## config.mk

```make
export PLATFORM = sky130hd
export DESIGN_NAME = fwd_hazard_unit
export DESIGN_NICKNAME = d
export VERILOG_FILES = /design/src/rtl/fwd_hazard_unit.sv
export SDC_FILE = /design/constraint.sdc
export NUM_CORES = 1
export LEC_CHECK = 0
export ABC_AREA = 1
export CORE_ASPECT_RATIO = 0.6
export CORE_MARGIN = 5
export CORE_UTILIZATION = 46
export DETAILED_ROUTE_END_ITERATION = 8
export GPL_TIMING_DRIVEN = 0
export PLACE_DENSITY = 0.78
export SLEW_MARGIN = 10
export SYNTH_ARGS = -nofsm -noshare
export SYNTH_HDL_FRONTEND = slang
export SYNTH_SLANG_ARGS = --single-unit
```

## constraint.sdc

```tcl
create_clock -name clk -period 1.48 [get_ports clk]
set_input_delay 0.296 -clock clk [delete_from_list [all_inputs] [get_ports clk]]
set_output_delay 0.296 -clock clk [all_outputs]
set_load 0.005 [all_outputs]
```

## src/rtl/fwd_hazard_unit.sv

```systemverilog
// Operand forwarding and load-use hazard unit for the in-order pipeline.
// Define FWD_STATS_EN to add the stat_fwd / stat_stall / stat_flush event counters.
module fwd_hazard_unit #(
    parameter int DATA_W   = 16,
    parameter int REG_AW   = 4,
    parameter int DEPTH    = 3,
    parameter int ZERO_REG = 1
) (
    input  logic              clk,
    input  logic              reset,
    input  logic              id_valid,
    input  logic [REG_AW-1:0] id_rs1,
    input  logic [REG_AW-1:0] id_rs2,
    input  logic              id_use1,
    input  logic              id_use2,
    input  logic [REG_AW-1:0] id_rd,
    input  logic              id_regwrite,
    input  logic              id_load,
    input  logic [DATA_W-1:0] rf_rdata1,
    input  logic [DATA_W-1:0] rf_rdata2,
    input  logic [DATA_W-1:0] ex_result,
    input  logic [DATA_W-1:0] mem_rdata,
    input  logic              flush,
    output logic [DATA_W-1:0] ex_op1,
    output logic [DATA_W-1:0] ex_op2,
    output logic              ex_valid,
    output logic              stall,
    output logic [3:0]        fwd_sel1,
    output logic [3:0]        fwd_sel2
`ifdef FWD_STATS_EN
    ,
    output logic [31:0]       stat_fwd,
    output logic [31:0]       stat_stall,
    output logic [31:0]       stat_flush
`endif
);

    logic              ent_valid_q [DEPTH];
    logic              ent_valid_d [DEPTH];
    logic [REG_AW-1:0] ent_rd_q    [DEPTH];
    logic [REG_AW-1:0] ent_rd_d    [DEPTH];
    logic              ent_wr_q    [DEPTH];
    logic              ent_wr_d    [DEPTH];
    logic [DATA_W-1:0] ent_data_q  [1:DEPTH-1];
    logic [DATA_W-1:0] ent_data_d  [1:DEPTH-1];
    logic              ent0_load_q, ent0_load_d;
    logic              ent1_load_q, ent1_load_d;
    logic [DATA_W-1:0] ent_eff     [DEPTH];

    logic [DATA_W-1:0] ex_op1_q, ex_op1_d, ex_op2_q, ex_op2_d;
    logic              ex_valid_q, ex_valid_d;
    logic [3:0]        fwd_sel1_q, fwd_sel1_d, fwd_sel2_q, fwd_sel2_d;

    logic              m1_0, m2_0, stall_c, issue;
    logic [DATA_W-1:0] op1_c, op2_c;
    logic [3:0]        sel1_c, sel2_c;

    function automatic logic hit(input logic v, input logic w, input logic [REG_AW-1:0] rd,
                                 input logic [REG_AW-1:0] s, input logic u);
        return v && w && u && (rd == s) && !((ZERO_REG != 0) && (s == '0));
    endfunction

    // Effective result per entry: entry 0 is live ALU output, a load in entry 1 takes memory data.
    always_comb begin
        ent_eff[0] = ex_result;
        for (int k = 1; k < DEPTH; k++) ent_eff[k] = ent_data_q[k];
        if (ent1_load_q) ent_eff[1] = mem_rdata;
    end

    // Scan oldest to youngest so the youngest match is the one left standing.
    always_comb begin
        op1_c  = rf_rdata1;
        op2_c  = rf_rdata2;
        sel1_c = '0;
        sel2_c = '0;
        for (int k = DEPTH - 1; k >= 0; k--) begin
            if (hit(ent_valid_q[k], ent_wr_q[k], ent_rd_q[k], id_rs1, id_use1)) begin
                op1_c  = ent_eff[k];
                sel1_c = 4'(k + 1);
            end
            if (hit(ent_valid_q[k], ent_wr_q[k], ent_rd_q[k], id_rs2, id_use2)) begin
                op2_c  = ent_eff[k];
                sel2_c = 4'(k + 1);
            end
        end
        if ((ZERO_REG != 0) && (id_rs1 == '0)) op1_c = '0;
        if ((ZERO_REG != 0) && (id_rs2 == '0)) op2_c = '0;
    end

    assign m1_0    = hit(ent_valid_q[0], ent_wr_q[0], ent_rd_q[0], id_rs1, id_use1);
    assign m2_0    = hit(ent_valid_q[0], ent_wr_q[0], ent_rd_q[0], id_rs2, id_use2);
    assign stall_c = reset && id_valid && !flush && ent0_load_q && (m1_0 || m2_0);
    assign issue   = id_valid && !stall_c && !flush;

    always_comb begin
        ent_valid_d[0] = issue;
        ent_rd_d[0]    = id_rd;
        ent_wr_d[0]    = id_regwrite;
        ent0_load_d    = id_load;
        // A flushed entry 0 never reaches entry 1.
        ent_valid_d[1] = ent_valid_q[0] && !flush;
        ent_rd_d[1]    = ent_rd_q[0];
        ent_wr_d[1]    = ent_wr_q[0];
        ent1_load_d    = ent0_load_q;
        ent_data_d[1]  = ex_result;
        for (int k = 2; k < DEPTH; k++) begin
            ent_valid_d[k] = ent_valid_q[k-1];
            ent_rd_d[k]    = ent_rd_q[k-1];
            ent_wr_d[k]    = ent_wr_q[k-1];
            ent_data_d[k]  = ent_eff[k-1];
        end
        ex_valid_d = issue;
        ex_op1_d   = issue ? op1_c  : ex_op1_q;
        ex_op2_d   = issue ? op2_c  : ex_op2_q;
        fwd_sel1_d = issue ? sel1_c : fwd_sel1_q;
        fwd_sel2_d = issue ? sel2_c : fwd_sel2_q;
        if (!reset) begin
            for (int k = 0; k < DEPTH; k++) begin
                ent_valid_d[k] = 1'b0;
                ent_rd_d[k]    = '0;
                ent_wr_d[k]    = 1'b0;
            end
            for (int k = 1; k < DEPTH; k++) ent_data_d[k] = '0;
            ent0_load_d = 1'b0;
            ent1_load_d = 1'b0;
            ex_valid_d  = 1'b0;
            ex_op1_d    = '0;
            ex_op2_d    = '0;
            fwd_sel1_d  = '0;
            fwd_sel2_d  = '0;
        end
    end

    always_ff @(posedge clk) begin
        ent_valid_q <= ent_valid_d;
        ent_rd_q    <= ent_rd_d;
        ent_wr_q    <= ent_wr_d;
        ent_data_q  <= ent_data_d;
        ent0_load_q <= ent0_load_d;
        ent1_load_q <= ent1_load_d;
        ex_valid_q  <= ex_valid_d;
        ex_op1_q    <= ex_op1_d;
        ex_op2_q    <= ex_op2_d;
        fwd_sel1_q  <= fwd_sel1_d;
        fwd_sel2_q  <= fwd_sel2_d;
    end

    assign ex_op1   = ex_op1_q;
    assign ex_op2   = ex_op2_q;
    assign ex_valid = ex_valid_q;
    assign stall    = stall_c;
    assign fwd_sel1 = fwd_sel1_q;
    assign fwd_sel2 = fwd_sel2_q;

`ifdef FWD_STATS_EN
    logic [31:0] stat_fwd_q, stat_fwd_d, stat_stall_q, stat_stall_d, stat_flush_q, stat_flush_d;

    always_comb begin
        stat_fwd_d   = stat_fwd_q + 32'(issue && ((sel1_c != '0) || (sel2_c != '0)));
        stat_stall_d = stat_stall_q + 32'(stall_c);
        stat_flush_d = stat_flush_q + 32'(flush && id_valid);
        if (!reset) begin
            stat_fwd_d   = '0;
            stat_stall_d = '0;
            stat_flush_d = '0;
        end
    end

    always_ff @(posedge clk) begin
        stat_fwd_q   <= stat_fwd_d;
        stat_stall_q <= stat_stall_d;
        stat_flush_q <= stat_flush_d;
    end

    assign stat_fwd   = stat_fwd_q;
    assign stat_stall = stat_stall_q;
    assign stat_flush = stat_flush_q;
`endif

endmodule

```

# Word-level counts from Yosys, hierarchy flattened
# Index checks and enable logic that the tools add are counted.
# classes
n_addsub,0
mul,0
div,0
magnitude_cmp,0
n_eq_ne,6
n_shift,0
n_mux,15
n_bitwise,0
reduce_logical,35
# op_table
op,count
2-to-1 mux 16 bit,9
logical AND 1 bit,28
== test 4 bit,6
2-to-1 mux 2 bit,6
logical NOT 4 bit,2
logical NOT 1 bit,4
logical OR 1 bit,1
# totals
ff_bits,92
latch_bits,0
ramBits,0
mem_bits_ro,0
input_bits,84
out_inout_bits,42
word_cells,73
memories,0

# Depth between registers and ports, before layout
# depth
word_depth,9
depth_mapped,14
ltp_nobuf,13

# Worst setup path before layout
# No wires, ideal clock.
# synth_path
kind,reg2out
from,reg ent_rd_q[8] in the netlist's numbering
to,out stall
t_arrival_ns,1.328
t_required_ns,1.184
path_slack_ns,-0.144
path_stages_with_launch,10
path_buffers,1
cell_sequence,dfxtp_1 inv_1 nand2_1 nand2_1 nor2_8 nand3_4 nand2_2 nand2_4 buf_2 nor3_1
# synth_between
elab_chain_cells,5
elab_cells_between_ends,8
classes_between,2 x eq/ne; 6 x reduce/logical
# synth_lines
item,line,source
start: declaration,40,logic [REG_AW-1:0] ent_rd_q [DEPTH];
start signal: assignment,136,ent_rd_q <= ent_rd_d;
== test 4 bit,60,return v && w && u && (rd == s) && !((ZERO_REG != 0) && (s == '0));
logical AND 1 bit (2 in series),60,
logical OR 1 bit *,92,assign stall_c = reset && id_valid && !flush && ent0_load_q && (m1_0 || m2_0);
logical AND 1 bit *,92,
end: declaration,27,"output logic stall,"
# Mark *: on every way between the ends. The rest lies on a longest branch, timed or not.

# Final worst setup path
# layout_path
from,reg ent_wr_q[2] in the netlist's numbering
to,out stall
# layout_between
elab_chain_cells,6
elab_cells_between_ends,9
classes_between,9 x reduce/logical
# layout_lines
item,line,source
start: declaration,42,logic ent_wr_q [DEPTH];
start signal: assignment,137,ent_wr_q <= ent_wr_d;
logical AND 1 bit *,60,
logical AND 1 bit (3 in series),60,
logical OR 1 bit *,92,
logical AND 1 bit *,92,
# Marked as above.

==> results_dict.tcl <==
set metrics [dict create \
    yosysTopAreaCell "dfxtp_1" \
    p_seq_frac 0.413 \
    core_area_um2 11340 \
    switching_share 0.2801 \
    ys_seq_area_frac 0.3302 \
    grt_pass1_vias 5488 \
    detail-route-antenna-nets 0 \
    final_common_cell "nand2_1" \
    p_leak_nw 4.494 \
    syn_to_final_growth_pct 55.56 \
    r2r_slack_ns -0.40 \
    p_int_w 0.004440 \
    synth-seq-cells 88 \
    grt_max_degree 15 \
    setup_slack_ns -0.4777 \
    finalHoldViolations 0 \
    cts_buffers 9 \
    avgSynthCellArea_um2 5.981 \
    worst_clock_skew_ns 0.007213 \
    drtIter0Drc 700 \
    hold_path.class "reg -> reg" \
    setup_violations 38 \
    place_hpwl_um 15150 \
    die_area_um2 13920 \
    routed_wl_um 20970 \
    place_congestion 0.9790 \
    grt_usage 0.2853 \
    synth_top_area_share 0.3302 \
    fmax_mhz 510.8 \
    cp.arrival_ns 1.66 \
    drc 0 \
    n_antenna_cell 0 \
    cp.required_ns 1.18 \
    clk-insertion-delay-late_ns 0.34 \
    critPathLaunchType "flop" \
    cts-root-buf "clkbuf_16" \
    hold_depth 2 \
    grt-ovfl-total 0 \
    timing.rr.end "ex_op1[0]" \
    crit_path_max_fanout 3 \
    p_total_w 0.006168 \
    start_util 0.4706 \
    rows 30 \
    power_switching_w 0.001728 \
    vdd_ir_drop_max_uv 570.6 \
    fin_crit_sh 1.323 \
    cts_tree "built" \
    maxCapViolCount 0 \
    hold_path_end "ent_valid_q[0]" \
    htreeDepth 3 \
    violations "setup timing" \
    die_h_um 93.42 \
    ff2ff_path_depth 17 \
    synth_cells 892 \
    clkPwrFrac 0.386 \
    nFillCells 910 \
    hold_start "ent_valid_q[1]" \
    io_pins 126 \
    synth_cell_types 29 \
    utilization 0.7321 \
    final_cell_mix "189 x nand2_1, 131 x inv_1, 128 x nor2_1" \
    clk_path_buf_depth 2 \
    end_kind "output pin" \
    vias 6428 \
    p_per_area_nw_per_um2 743.2 \
    slew_headroom 0.6643 \
    ctsHoldBuffers 0 \
    worst_slew_pin_slew_ns 0.5036 \
    grt_pass1_wl_um 30480 \
    io_buffers 121 \
    layout_min_cycle_time_ns 1.958 \
    crit_type "reg -> out" \
    drv_slew 0 \
    drive_gt1_frac 0.2608 \
    die-width_um 149.0 \
    rsz0062_at_grt "true" \
    pwr-share-comb 0.201 \
    reg2reg_from "ent_rd_q[11]" \
    dr.pass1.iters 5 \
    netlist_top_cells_area "dfxtp_1 33%, nand2_1 15%, nor2_1 13%" \
    wire_per_inst_um 16.79 \
    yosysWarnings 0 \
    viasPerCell 5.147 \
    cts_sinks 88 \
    syn-cell-area_um2 5335 \
    antenna_found_initial 0 \
    finalNetCount 1168 \
    cts.reportedPaths.clkPinSlew_ns 0.06 \
    status "complete, but fails checks" \
]
[metal layers]
metal | global-route usage | up-vias | share of wire
met5 | 0 | - | 0
met4 | 0.04722 | 0 | 0.013
met3 | 0.1046 | 36 | 0.15
met2 | 0.3693 | 434 | 0.38
met1 | 0.4443 | 2849 | 0.46
li1 | - | 3109 | -
[how the worst max path moves through the flow]
| stage | startpoint | to | slack (ns) | depth (start not counted) |
|---|---|---|---|---|
| final | ent_wr_q[2] | stall | -0.48 | 10 |
| after global routing | ent_rd_q[11] | stall | -0.52 | 11 |
| after CTS | ent_wr_q[2] | stall | -0.44 | 10 |
| after detailed placement | id_rs1[3] | stall | -1.43 | 11 |
| after global placement | id_rs1[3] | stall | -1.40 | 11 |
| after floorplan | ent_rd_q[9] | stall | -0.06 | 9 |
[Yosys cell counts, drive strengths merged]
cell type	instances
nor3	1
nand2	221
nor2	200
buf	27
nand3	106
nand4	48
o21a	16
o211ai	1
xor2	2
o21ai	2
clkbuf	22
conb	1
nor2b	1
inv	150
dfxtp	88
a21oi	5
clkinv	1
[registers in the layout (all words and copies together), names as in the netlist]
signal       count
ent_wr_q         3
ex_op2          16
fwd_sel1         2
ent_data_q      32
ent_rd_q        12
fwd_sel2         2
ex_op1          16
ent_valid_q      2
ent0_load_q      1
ent1_load_q      1
ex_valid         1
[timing repair]
item | CTS | global route
cloned | 0 | 7
endpoints found under the setup margin | 88 | 79
pin swaps | 34 | 34
resized for setup | 155 | 124
buffers inserted | 31 | 20
[cells by family after synthesis]
family,share of synthesized area
AOI/OAI and AO/OA,0.03049
xor gates and xnor gates,0.003284
buffers and inverters,0.1560
DFF,0.3302
other,0.0007029
and+or+nand+nor,0.4794
[through the flow]
step                cell area, µm²  worst slack (ns)  hold WS [ns]  instances  TNS [ns]
detailed placement            6832            -1.429        0.4167       1176    -57.05
global placement              6832            -1.400        0.4168       1176    -56.46
finish                        8299           -0.4777        0.4447       1249    -12.59
floorplan                     5420          -0.05999        0.3678        895  -0.06870
CTS                           7654           -0.4377        0.4376       1222    -8.566
global route                  8299           -0.5249        0.4650       1249    -15.04
[area by class of cell]
cell class / count / area [µm²] / share of cell area
Multi-Input combinational cell: 607 / 3149 / 0.3795
Clock inverter: 4 / 52.55 / 0.006332
Buffer: 49 / 437.9 / 0.05277
Clock buffer: 12 / 256.5 / 0.03091
Inverter: 151 / 581.8 / 0.07010
Timing Repair Buffer: 178 / 1818 / 0.2191
Tap cell: 160 / 200.2 / 0.02412
Sequential cell: 88 / 1803 / 0.2172
[power groups by stage]
| stage | registers (W) | clock network [W] | logic, W |
|---|---|---|---|
| floorplan | 0.00259 | 0 | 0.000530 |
| global placement | 0.00260 | 0 | 0.00105 |
| detailed placement | 0.00260 | 0 | 0.00105 |
| CTS | 0.00255 | 0.00239 | 0.00110 |
| global route | 0.00256 | 0.00249 | 0.00133 |
| finish | 0.00255 | 0.00238 | 0.00124 |
[worst max-delay path: stages, from the launching register on]
cell     delay [ns]
dfxtp_2        0.37
nand2_2        0.09
inv_2          0.05
nand2_2        0.06
nor2_4         0.12
nand3_4        0.09
nand2_2        0.09
nand2_4        0.06
buf_8          0.13
nor3_4         0.11
buf_2          0.15
(Power assumes the default switching activity.)
